`src/rtl/motor_drive_ctrl.sv`:
```
// motor_drive_ctrl: ramped, dead-timed H-bridge drive for a two-wheel base with shared PWM and per-wheel direction.
module motor_drive_ctrl #(
  parameter int MAX_DUTY = 200,
  parameter int STEP     = 10,
  parameter int RAMP_DIV = 1000,
  parameter int DEAD_CYC = 16
) (
  input  logic       clk,
  input  logic       rst,
  input  logic       motor_fwd,
  input  logic       motor_bwd,
  input  logic       motor_left,
  input  logic       motor_right,
  input  logic       motor_stop,
  output logic       pwm_l,
  output logic       pwm_r,
  output logic       dir_l,
  output logic       dir_r,
  output logic [7:0] duty,
  output logic [2:0] drv_state,
  output logic       busy
);
  typedef enum logic [2:0] {
    IDLE      = 3'd0,
    RAMP_UP   = 3'd1,
    RUN       = 3'd2,
    RAMP_DOWN = 3'd3,
    DEAD      = 3'd4
  } state_t;

  state_t      state, state_n;
  logic [15:0] presc;
  logic [7:0]  pwm_cnt, dead_cnt, dead_cnt_n, duty_n, up_sat, down;
  logic [8:0]  up;
  logic [2:0]  n_cmd;
  logic        dir_l_n, dir_r_n, pwm_n;
  logic        active, hard, tdir_l, tdir_r, same, tick;

  assign drv_state = state;
  assign n_cmd     = 3'(motor_fwd) + 3'(motor_bwd) + 3'(motor_left) + 3'(motor_right);
  assign active    = |{motor_fwd, motor_bwd, motor_left, motor_right};
  assign hard      = motor_stop | (n_cmd > 3'd1);
  assign tdir_l    = motor_fwd | motor_right;
  assign tdir_r    = motor_fwd | motor_left;
  assign same      = {tdir_l, tdir_r} == {dir_l, dir_r};
  assign tick      = presc == 16'(RAMP_DIV - 1);
  assign up        = {1'b0, duty} + 9'(STEP);
  assign up_sat    = (up >= 9'(MAX_DUTY)) ? 8'(MAX_DUTY) : up[7:0];
  assign down      = (duty > 8'(STEP)) ? duty - 8'(STEP) : 8'd0;
  // A hard stop blanks the bridge on the same edge that enters DEAD.
  assign pwm_n     = (pwm_cnt < duty) && !(hard && state != DEAD);

  always_comb begin
    state_n    = state;
    duty_n     = duty;
    dir_l_n    = dir_l;
    dir_r_n    = dir_r;
    dead_cnt_n = dead_cnt;
    if (hard && state != DEAD) begin
      state_n    = DEAD;
      duty_n     = 8'd0;
      dead_cnt_n = 8'd0;
    end else begin
      case (state)
        IDLE: if (active) begin
          state_n = RAMP_UP;
          dir_l_n = tdir_l;
          dir_r_n = tdir_r;
        end
        RAMP_UP: begin
          if (!active || !same) state_n = RAMP_DOWN;
          else if (duty == 8'(MAX_DUTY)) state_n = RUN;
          else if (tick) duty_n = up_sat;
        end
        RUN: begin
          duty_n = 8'(MAX_DUTY);
          if (!active || !same) state_n = RAMP_DOWN;
        end
        RAMP_DOWN: begin
          if (active && same) state_n = RAMP_UP;
          else if (duty == 8'd0) begin
            state_n    = DEAD;
            dead_cnt_n = 8'd0;
          end else if (tick) duty_n = down;
        end
        DEAD: begin
          duty_n     = 8'd0;
          dead_cnt_n = hard ? 8'd0 : dead_cnt + 8'd1;
          if (!hard && dead_cnt == 8'(DEAD_CYC - 1)) state_n = IDLE;
        end
        default: begin
          state_n = IDLE;
          duty_n  = 8'd0;
        end
      endcase
    end
  end

  always_ff @(posedge clk) begin
    if (rst) begin
      state    <= IDLE;
      duty     <= 8'd0;
      dir_l    <= 1'b1;
      dir_r    <= 1'b1;
      pwm_l    <= 1'b0;
      pwm_r    <= 1'b0;
      busy     <= 1'b0;
      presc    <= 16'd0;
      pwm_cnt  <= 8'd0;
      dead_cnt <= 8'd0;
    end else begin
      state    <= state_n;
      duty     <= duty_n;
      dir_l    <= dir_l_n;
      dir_r    <= dir_r_n;
      pwm_l    <= pwm_n;
      pwm_r    <= pwm_n;
      busy     <= state_n != IDLE;
      presc    <= tick ? 16'd0 : presc + 16'd1;
      pwm_cnt  <= pwm_cnt + 8'd1;
      dead_cnt <= dead_cnt_n;
    end
  end
endmodule

```
`config.mk`:
```
export PLATFORM = sky130hd
export DESIGN_NAME = motor_drive_ctrl
export DESIGN_NICKNAME = d
export VERILOG_FILES = /design/src/rtl/motor_drive_ctrl.sv
export SDC_FILE = /design/constraint.sdc
export NUM_CORES = 1
export LEC_CHECK = 0
export BUFFER_PORTS_ARGS = -buffer_cell sky130_fd_sc_hd__buf_2
export CELL_PAD_IN_SITES_DETAIL_PLACEMENT = 1
export CELL_PAD_IN_SITES_GLOBAL_PLACEMENT = 1
export CORE_ASPECT_RATIO = 0.5
export CORE_MARGIN = 10
export CORE_UTILIZATION = 33
export CTS_BUF_LIST = sky130_fd_sc_hd__clkbuf_4 sky130_fd_sc_hd__clkbuf_8
export DETAILED_ROUTE_END_ITERATION = 10
export PLACE_DENSITY = 0.73
export SYNTH_ARGS = -nofsm -noshare
export SYNTH_HDL_FRONTEND = slang
export SYNTH_SLANG_ARGS = --single-unit
export TNS_END_PERCENT = 1
```
`constraint.sdc`:
```
create_clock -name clk -period 4.85 [get_ports clk]
set_clock_uncertainty 0.1 [all_clocks]
set_input_delay 0.2425 -clock clk [delete_from_list [all_inputs] [get_ports clk]]
set_output_delay 0.2425 -clock clk [all_outputs]
set_load 0.03 [all_outputs]
```
==> impl_results.md, run 1 <==
* Max cap viols at 0
* Design Area, Final at 3050 sq um
* CTS tree: yes
* Synthesis Warnings at 0
* DRT antenna net count at 0
* Clock slew at reported path FFs at 0.10 ns
* WL/cell at 15.5 um
* Crit start category: flip-flop
* Setup TNS at 0 ns
* CTS root buf: clkbuf_8
* Cell Pwr Density at 254 nW/um^2
* Status: finished clean
* Hpwl dp at 5540 um
* Die footprint at 12700 sq um
* Top cells by count, synth: nor2_1 (49), dfxtp_1 (46), a21oi_1 (23), nand3_1 (22), nand2_1 (19)
* Residual DRC count at 0
* Die height at 84.8 um
* N_diodes at 0
* I/O Pins at 23
* Deepest clock path buffer count at 2
* Worst-path cell chain: nor4_1 > nand3_1 > or3b_2 > a221o_1 > or3_1 > o21ai_1
* Register area share after synthesis at 0.333
* Total global routing overflow at 0
* Critical path type: reg2reg
* RD Place Congestion at 0.858
* CTS Buf Count at 5
* Post-synth EDFFs at 0
* Critical Path RT at 4.98 ns
* RR Startpoint: duty[4]
* Core area at 8090 sq um
* Min-delay worst type: in2reg
* H-tree depth at 2
* Maximum vdd drop at 0.110 mV
* Area share of the largest cell type after synthesis at 0.333
* Fin. Hold Viols at 0
* Netlist cell types at 56
* Top post-synthesis cells by area: dfxtp_1 (33%), nor2_1 (6.6%), ha_1 (6.3%)
* Tightest Pin Transition at 0.626 ns
* Final hold slack at 0.201 ns
* Placed Area at 2940 sq um
* Die width at 150 um
* Max Slew Vio Count at 0
* Synth area leader: dfxtp_1
* Via density at 5.35
* Post-synth ARST share at 0
* Drt total wl at 7310 um
* Max stage delay on crit path at 0.72 ns
* Vias at 2530
* # setup viols final at 0
* Initial antenna violation count at 0
* RSZ-0062 raised after global routing: false
* Flip-flop and latch count after synthesis at 46
* Number of port buffers at 21
* First-pass GRT wire length at 12400 um
* Final nets at 382
* Initial cell density of the core at 0.342
* Row cnt at 23
* Post-CTS sizing at 0
* Hold Path Sink: pwm_cnt[0]
* Most frequent cell after synthesis: nor2_1
* Synth Area per Inst at 7.98 sq um
* Worst R2R Path Depth at 6
* Clock sinks at 46
* Post-CTS Setup Inserts at 0
* FF-to-FF End: duty[1]
* Minimum clock period at 2.62 ns
* Vias in the first global route at 2601
* First-pass iteration count of the detailed router at 4
* Reg2reg setup slack at 2.23 ns
* Cells after synthesis at 347
* Worst Path Max Fanout at 17
* GRT Total Usage at 0.116
* Pleak at 1.15 nW
* FMAX at 382 MHz
* CP endpoint kind: flip-flop
* Crit path DAT at 2.74 ns
* Hold depth at 2
* Fin crit share at 0.540
* Hold Buf Count CTS at 0
* Largest net degree at the start of global routing at 19
* Worst-Skew Late Latency at 0.30 ns
* Initial DRC Count at 171
* Synthesized cell area at 2770 sq um
* Share of cells above drive strength 1 at 0.105
* Area growth syn-to-layout at 10.2%
* HP Start: rst
* Ys flop type: dfxtp_1
* CP max-delay cell: dfxtp_1
* Max transition margin at 0.578
* Total nets after synthesis at 369
[state kept, by name, summed over array words and instances, names as in the netlist]
name,flops
dead_cnt,8
dir_r,1
pwm_cnt,8
presc,16
duty,7
busy,1
drv_state,3
dir_l,1
pwm_r,1
[logic make-up after synthesis]
| group | synth area share |
|---|---|
| and+or+nand+nor | 0.263 |
| other | 0.00135 |
| adders and majority gates | 0.0705 |
| AOI/OAI and AO/OA | 0.200 |
| DFF | 0.333 |
| buffers and inverters | 0.0474 |
| xor gates and xnor gates | 0.0854 |
[report_power, final]
group / switching (W) / internal (W)
registers: 0.0000100 / 0.000386
logic: 0.0000548 / 0.0000303
clock network: 0.000139 / 0.000155
total: 0.000204 / 0.000571
[through the flow]
stage | total power (W) | setup slack (ns) | std cells | utilization
after detailed placement | 0.000489 | 2.28 | 465 | 0.363
after CTS | 0.000787 | 2.24 | 473 | 0.377
after global placement | 0.000486 | 2.42 | 465 | 0.363
after floorplan | 0.000468 | 2.48 | 347 | -
final | 0.000775 | 2.23 | 473 | 0.377
after global routing | 0.000813 | 2.15 | 473 | 0.377
[worst max path at each step]
stage | startpoint | to | slack, ns | depth (start not counted)
6_report | duty[4] | duty[1] | 2.23 | 6
5_1_grt | duty[4] | duty[1] | 2.15 | 6
4_1_cts | duty[4] | duty[1] | 2.24 | 6
3_5_place_dp | duty[4] | duty[1] | 2.28 | 6
3_3_place_gp | duty[4] | duty[1] | 2.42 | 6
2_1_floorplan | duty[2] | duty[7] | 2.48 | 8
[critical path, delay by kind of cell, from the launching register on]
kind	cells	cell delay, ns
compound gates	2	0.61
flops	1	0.72
simple gates	4	1.12
[area by class of cell]
class,instances,area [sq um]
flip-flops and latches,46,921
clock inverters,3,43.8
well taps,112,140
multi-input cells,271,1720
inverters,15,56.3
repair buffers,21,105
fillers,978,5030
clock buffers,5,68.8
[cell usage in the layout, fill, tap and decap left out, types with 4 or more instances in the layout]
cell      instances
nand3_1          22
o211ai_1          5
nor2_1           49
clkbuf_8          5
nand2b_1          5
nor2b_1           6
buf_2            21
xor2_1           11
o21ai_0          18
and2_1            4
ha_1             14
o21a_1            4
a21oi_1          23
xnor2_1          16
nor3_1            8
nand4_1           8
inv_1            15
dfxtp_1          46
and3_1            6
nand2_1          19
[per-layer routing]
layer,track usage,part of all wire
met1,0.142,0.47
met2,0.202,0.50
met3,0.0236,0.024
met4,0.0283,0.0071
met5,0,0
(Power assumes the default switching activity.)
==> inputs of run 2 (changes only) <==
==> constraint.sdc (replaced) <==
create_clock -name clk -period 2.55 [get_ports clk]
set_clock_uncertainty 0.1 [all_clocks]
set_input_delay 0.1275 -clock clk [delete_from_list [all_inputs] [get_ports clk]]
set_output_delay 0.1275 -clock clk [all_outputs]
set_load 0.03 [all_outputs]
==> run 2 against run 1 <==
Die area is the same. Total power up 81%. First-iteration DRC count shrank 0.58%. Combinational power is 100% higher. Non-clock buffer count increased by 12. Count of clock-buffer cells in the layout rose by 1. Hold slack worse by 0.12 ns. Register-to-register slack worse by 2.1 ns. Core utilization is 1.2 points higher. Sequential power grew 90%. Routed wire length is 8.0% higher. Sequential share of layout area is 0.90 points lower.
==> impl_results.md, run 2 (synthesis gave the netlist of run 1 again) <==
* Status: finished clean
* Critical Path RT at 2.70 ns (-2.28 ns)
* Maximum vdd drop at 0.190 mV (+73%)
* Fin. Hold Viols at 0 (unchanged)
* Share of cells above drive strength 1 at 0.139 (+0.0338)
* Worst-path cell chain: or4_1 > nor4_4 > a41oi_1 > a221o_2 > or3_1 > o21ai_1
* Final nets at 395 (+3.4%)
* Number of flip-flops in the largest register at 16 (unchanged)
* Vias at 2626 (+3.8%)
* First-pass iteration count of the detailed router at 4 (unchanged)
* Minimum clock period at 2.42 ns (-0.201 ns)
* Clock slew at reported path FFs at 0.09 ns (about the same)
* WL/cell at 16.3 um (+5.1%)
* Initial DRC Count at 170 (-0.58%)
* Drt total wl at 7900 um (+8.0%)
* Residual DRC count at 0 (unchanged)
* Core area at 8090 sq um (unchanged)
* FMAX at 414 MHz (+8.3%)
* Min-delay worst type: in2reg
* DRT antenna net count at 0 (unchanged)
* H-tree depth at 2 (unchanged)
* RD Place Congestion at 0.881 (+2.7%)
* First-pass GRT wire length at 13300 um (+6.9%)
* Largest registers: presc (16), dead_cnt (8), pwm_cnt (8)
* Crit start category: flip-flop
* Area growth syn-to-layout at 13.6%
* Commonest cells after routing, fill and taps aside: nor2_1 (49), dfxtp_1 (46), a21oi_1 (23)
* Placed Area at 3020 sq um (+2.8%)
* Crit path DAT at 2.57 ns (-0.17 ns)
* Cell Pwr Density at 446 nW/um^2 (+76%)
* Initial antenna violation count at 0 (unchanged)
* Pwr Total at 0.00140 W (+81%)
* Via density at 5.40 (+1.0%)
* Fin crit share at 0.948 (+0.408)
* Max Slew Vio Count at 0 (unchanged)
* Die height at 84.8 um (unchanged)
* Deepest clock path buffer count at 2 (unchanged)
* CP max-delay cell: or4_1
* # setup viols final at 0 (unchanged)
* Largest net degree at the start of global routing at 19 (unchanged)
* Largest Register: presc
* Row cnt at 23 (unchanged)
* Initial cell density of the core at 0.342 (unchanged)
* CP endpoint kind: flip-flop
* Vias in the first global route at 2774 (+6.7%)
* Tightest Pin Transition at 0.581 ns (-0.0447 ns)
* Hold depth at 2 (unchanged)
* Worst R2R Path Depth at 6 (unchanged)
* Clock sinks at 46 (unchanged)
* Die width at 150 um (unchanged)
* Total global routing overflow at 0 (unchanged)
* I/O Pins at 23 (unchanged)
* Critical path type: reg2reg
* Max transition margin at 0.612 (+0.0342)
* Setup TNS at 0 ns (unchanged)
* CTS Buf Count at 5 (unchanged)
* Pleak at 1.20 nW (+4.9%)
* CTS tree: yes
* Most common cell after layout, fill and taps aside: nor2_1
* Final Util at 0.389 (+0.0116)
* Design Area, Final at 3150 sq um (+3.1%)
* Number of port buffers at 21 (unchanged)
* Worst Path Max Fanout at 6 (-11)
* Max stage delay on crit path at 0.59 ns (-0.13 ns)
* Worst-Skew Late Latency at 0.32 ns (+0.02 ns)
* CTS root buf: clkbuf_8
* Hpwl dp at 6010 um (+8.5%)
* GRT Total Usage at 0.126 (+0.0104)
* Max cap viols at 0 (unchanged)
* Hold Buf Count CTS at 0 (unchanged)
* N_diodes at 0 (unchanged)
* Die footprint at 12700 sq um (unchanged)
## run 2: cell types whose count changed in the layout (fill, tap and decap cells not counted), sizes merged
| cell | delta |
|---|---|
| bufinv | -1 |
| a221o | +1 |
| buf | +12 |
| clkbuf | +1 |
| clkinv | +1 |
| inv | -1 |
## run 2: critical path: cells and delay by family (launching register included)
kind             cells  cell delay (ns)
flip-flops           1             0.37
AO/OA/AOI/OAI        3             0.70
AND/OR/NAND/NOR      3             1.17
## run 2: area by class of cell
cell class	count	area (sq um)
well taps	112	140
fillers	991	4940
clock buffers	6	76.3
multi-input cells	272	1740
inverters	15	56.3
repair buffers	33	195
flip-flops and latches	46	921
clock inverters	2	13.8
## run 2: per-layer routing
layer / wire, um / global-route usage / up-vias
met5: 0 / 0 / -
met4: 159 / 0.0531 / 0
met3: 350 / 0.0294 / 14
met2: 3940 / 0.223 / 43
met1: 3440 / 0.143 / 1284
li1: - / - / 1285
## run 2: repair_timing
action / in CTS / in global routing
resized for setup: 0 / 3
buffers inserted: 0 / 1
setup endpoints to repair: 0 / 4
## run 2: metrics by stage
| stage | setup slack [ns] | hold slack, ns | cells |
|---|---|---|---|
| 2_1_floorplan | 0.178 | 0.239 | 347 |
| 3_3_place_gp | 0.207 | 0.326 | 476 |
| 3_5_place_dp | 0.114 | 0.344 | 476 |
| 4_1_cts | 0.0834 | 0.0700 | 484 |
| 5_1_grt | -0.0336 | 0.0861 | 486 |
| 6_report | 0.133 | 0.0791 | 486 |
## run 2: final timing paths
kind | from | to | slack, ns
worst max-delay path | presc[4] | duty[1] | 0.13
worst min-delay path | rst | presc[2] | 0.08
worst max register to register | presc[4] | duty[1] | 0.13
worst min register to register | presc[0] | presc[0] | 0.36
## run 2: where the power goes
group / total [W] / internal (W) / switching (W)
Sequential: 0.000751 / 0.000734 / 0.0000166
Combinational: 0.000174 / 0.0000635 / 0.000110
Clock: 0.000478 / 0.000205 / 0.000274
==> inputs of run 3 (changes only) <==
--- a/config.mk
+++ b/config.mk
@@ -13,7 +13,8 @@
 export CORE_UTILIZATION = 33
 export CTS_BUF_LIST = sky130_fd_sc_hd__clkbuf_4 sky130_fd_sc_hd__clkbuf_8
 export DETAILED_ROUTE_END_ITERATION = 10
-export PLACE_DENSITY = 0.73
+export PLACE_DENSITY = 0.75
+export SKIP_LAST_GASP = 1
 export SYNTH_ARGS = -nofsm -noshare
 export SYNTH_HDL_FRONTEND = slang
 export SYNTH_SLANG_ARGS = --single-unit
==> constraint.sdc (replaced) <==
create_clock -name clk -period 2 [get_ports clk]
set_clock_uncertainty 0.1 [all_clocks]
set_input_delay 0.2 -clock clk [delete_from_list [all_inputs] [get_ports clk]]
set_output_delay 0.2 -clock clk [all_outputs]
set_load 0.03 [all_outputs]
==> run 3 against run 2 <==
The flow now finishes with violations (setup timing). Worst setup slack worse by 0.38 ns. Critical endpoint is now duty[3]. Highest routed layer unchanged. Core utilization is 3.7 points higher. First-iteration DRC count is 36% lower. Non-clock buffer count rose by 35. Flip-flop and latch count stayed put.
==> impl_results.md, run 3 (synthesis gave the netlist of run 1 again) <==
* Initial DRC Count at 108 (-36%)
* Layout filler cell count at 989 (-0.20%)
* Failing checks: setup timing
* Reg2reg setup slack at -0.25 ns (-0.38 ns)
* Row cnt at 23 (unchanged)
* Worst R2R Path Depth at 6 (unchanged)
* Vias at 2736 (+4.2%)
* Worst Path Max Fanout at 8 (+2)
* Worst-Skew Late Latency at 0.30 ns (-0.02 ns)
* Crit path DAT at 2.36 ns (-0.21 ns)
* GRT Total Usage at 0.127 (+0.000862)
* Fin. Hold Viols at 0 (unchanged)
* H-tree depth at 2 (unchanged)
* Clock slew at reported path FFs at 0.09 ns (about the same)
* Critical path type: reg2reg
* Residual DRC count at 0 (unchanged)
* Hpwl dp at 6260 um (+4.1%)
* Multi-input gate area in the final layout at 1730 sq um (-0.50%)
* Largest registers: presc (16), dead_cnt (8), pwm_cnt (8)
* First-pass GRT wire length at 13600 um (+2.2%)
* Total global routing overflow at 0 (unchanged)
* Fin crit share at 1.12 (+0.177)
* Max stage delay on crit path at 0.54 ns (-0.05 ns)
* I/O Pins at 23 (unchanged)
* RSZ-0062 raised after global routing: true
* Max Slew Vio Count at 0 (unchanged)
* Hold depth at 2 (unchanged)
* FMAX at 445 MHz (+7.5%)
* Largest delay share family, worst path: simple AND/OR/NAND/NOR gates
* Die width at 150 um (unchanged)
* Initial antenna violation count at 0 (unchanged)
* Pleak at 1.39 nW (+16%)
* WL/cell at 15.3 um (-5.7%)
* Largest net degree at the start of global routing at 19 (unchanged)
* Die footprint at 12700 sq um (unchanged)
* DRT antenna net count at 0 (unchanged)
* Drt total wl at 7970 um (+0.94%)
* FF+latch area at 941 sq um (+2.2%)
* Number of flip-flops in the largest register at 16 (unchanged)
* CTS root buf: clkbuf_8
* Via density at 5.26 (-2.6%)
* Hold Path Sink: pwm_cnt[2]
* FF-to-FF End: duty[3]
* Number of port buffers at 21 (unchanged)
* Die height at 84.8 um (unchanged)
* Critical Path RT at 2.11 ns (-0.59 ns)
* Share of cells above drive strength 1 at 0.243 (+0.104)
* CTS tree: yes
* Final nets at 429 (+8.6%)
* RD Place Congestion at 0.937 (+6.3%)
* Largest Register: presc
* Area growth syn-to-layout at 24.3%
* HP Start: rst
* Maximum vdd drop at 0.261 mV (+37%)
* Minimum clock period at 2.25 ns (-0.168 ns)
* CP endpoint kind: flip-flop
* Max cap viols at 0 (unchanged)
* Min-delay worst type: in2reg
* Status: complete, but fails checks
* Post-Place Worst Slack at -0.281 ns (-0.396 ns)
* RR Startpoint: presc[15]
* # setup viols final at 8 (+8)
* CTS Buf Count at 5 (unchanged)
* Final setup margin at -0.249 ns (-0.382 ns)
* Vias in the first global route at 2867 (+3.4%)
* Bufs and invs on worst path at 0 (unchanged)
* First-pass iteration count of the detailed router at 4 (unchanged)
* Clock sinks at 46 (unchanged)
* Non-Filler Instances at 520 (+7.0%)
* Most common cell after layout, fill and taps aside: nor2_1
* Crit start category: flip-flop
* Critical Path Stages at 6 (unchanged)
* Worst-path cell chain: or4_1 > nor4_2 > a41oi_1 > a221o_2 > or2_1 > o21ai_0
* Cell Pwr Density at 557 nW/um^2 (+25%)
* Commonest cells after routing, fill and taps aside: nor2_1 (49), buf_4 (47), dfxtp_1 (36)
* Inst Count DP at 511 (+7.4%)
* Core area at 8090 sq um (unchanged)
* Deepest clock path buffer count at 2 (unchanged)
* CP max-delay cell: or4_1
* N_diodes at 0 (unchanged)
* Initial cell density of the core at 0.342 (unchanged)
-- run 3: cell types whose count changed in the layout (fill, tap and decap cells not counted), sizes merged --
cell / change
clkbuf: -1
bufinv: +1
inv: +1
buf: +35
clkinv: -1
a221o: -1
-- run 3: how the worst max path moves through the flow --
stage / from / to / slack [ns]
floorplan: presc[13] / duty[7] / -0.03
detailed placement: motor_fwd / duty[1] / -0.28
global route: presc[15] / duty[3] / -0.31
CTS: presc[15] / duty[3] / -0.26
finish: presc[15] / duty[3] / -0.25
global placement: motor_fwd / duty[1] / -0.21
-- run 3: what timing repair did --
| item | in CTS | in global routing |
|---|---|---|
| gates resized for setup | 0 | 1 |
| hold buffers | 0 | 0 |
| buffers inserted | 1 | 0 |
| hold endpoints to repair | 0 | 0 |
| endpoints found under the setup margin | 8 | 14 |
-- run 3: cell type report --
| class | instances | area share |
|---|---|---|
| flip-flops and latches | 46 | 0.273 |
| clock inverters | 3 | 0.0127 |
| repair buffers | 68 | 0.133 |
| multi-input cells | 271 | 0.504 |
| clock buffers | 5 | 0.0200 |
| inverters | 15 | 0.0164 |
| well taps | 112 | 0.0407 |
-- run 3: worst reg2reg max path, stage by stage, from the launching register on --
cell and delay [ns]:
dfxtp_1 0.32, or4_1 0.54, nor4_2 0.20, a41oi_1 0.16, a221o_2 0.40, or2_1 0.26
o21ai_0 0.18
-- run 3: stage by stage --
step	area (sq um)	setup TNS [ns]	power (W)	hold WS, ns	util
floorplan	2820	-0.0906	0.00114	0.311	-
global placement	3320	-1.33	0.00122	0.326	0.411
detailed placement	3320	-2.21	0.00123	0.361	0.411
CTS	3440	-1.60	0.00194	0.164	0.425
global route	3440	-2.40	0.00202	0.180	0.426
finish	3440	-1.47	0.00192	0.169	0.426
-- run 3: metal layers --
| layer | global-route usage | up-vias | share of wire |
|---|---|---|---|
| met5 | 0 | - | 0 |
| met3 | 0.0300 | 6 | 0.038 |
| met4 | 0.0416 | 0 | 0.011 |
| met2 | 0.222 | 50 | 0.49 |
| li1 | - | 1344 | - |
| met1 | 0.150 | 1336 | 0.46 |
-- run 3: power by group --
part,internal [W],switching (W)
sequential,0.000933,0.0000163
clock,0.000375,0.000328
combinational,0.000112,0.000154
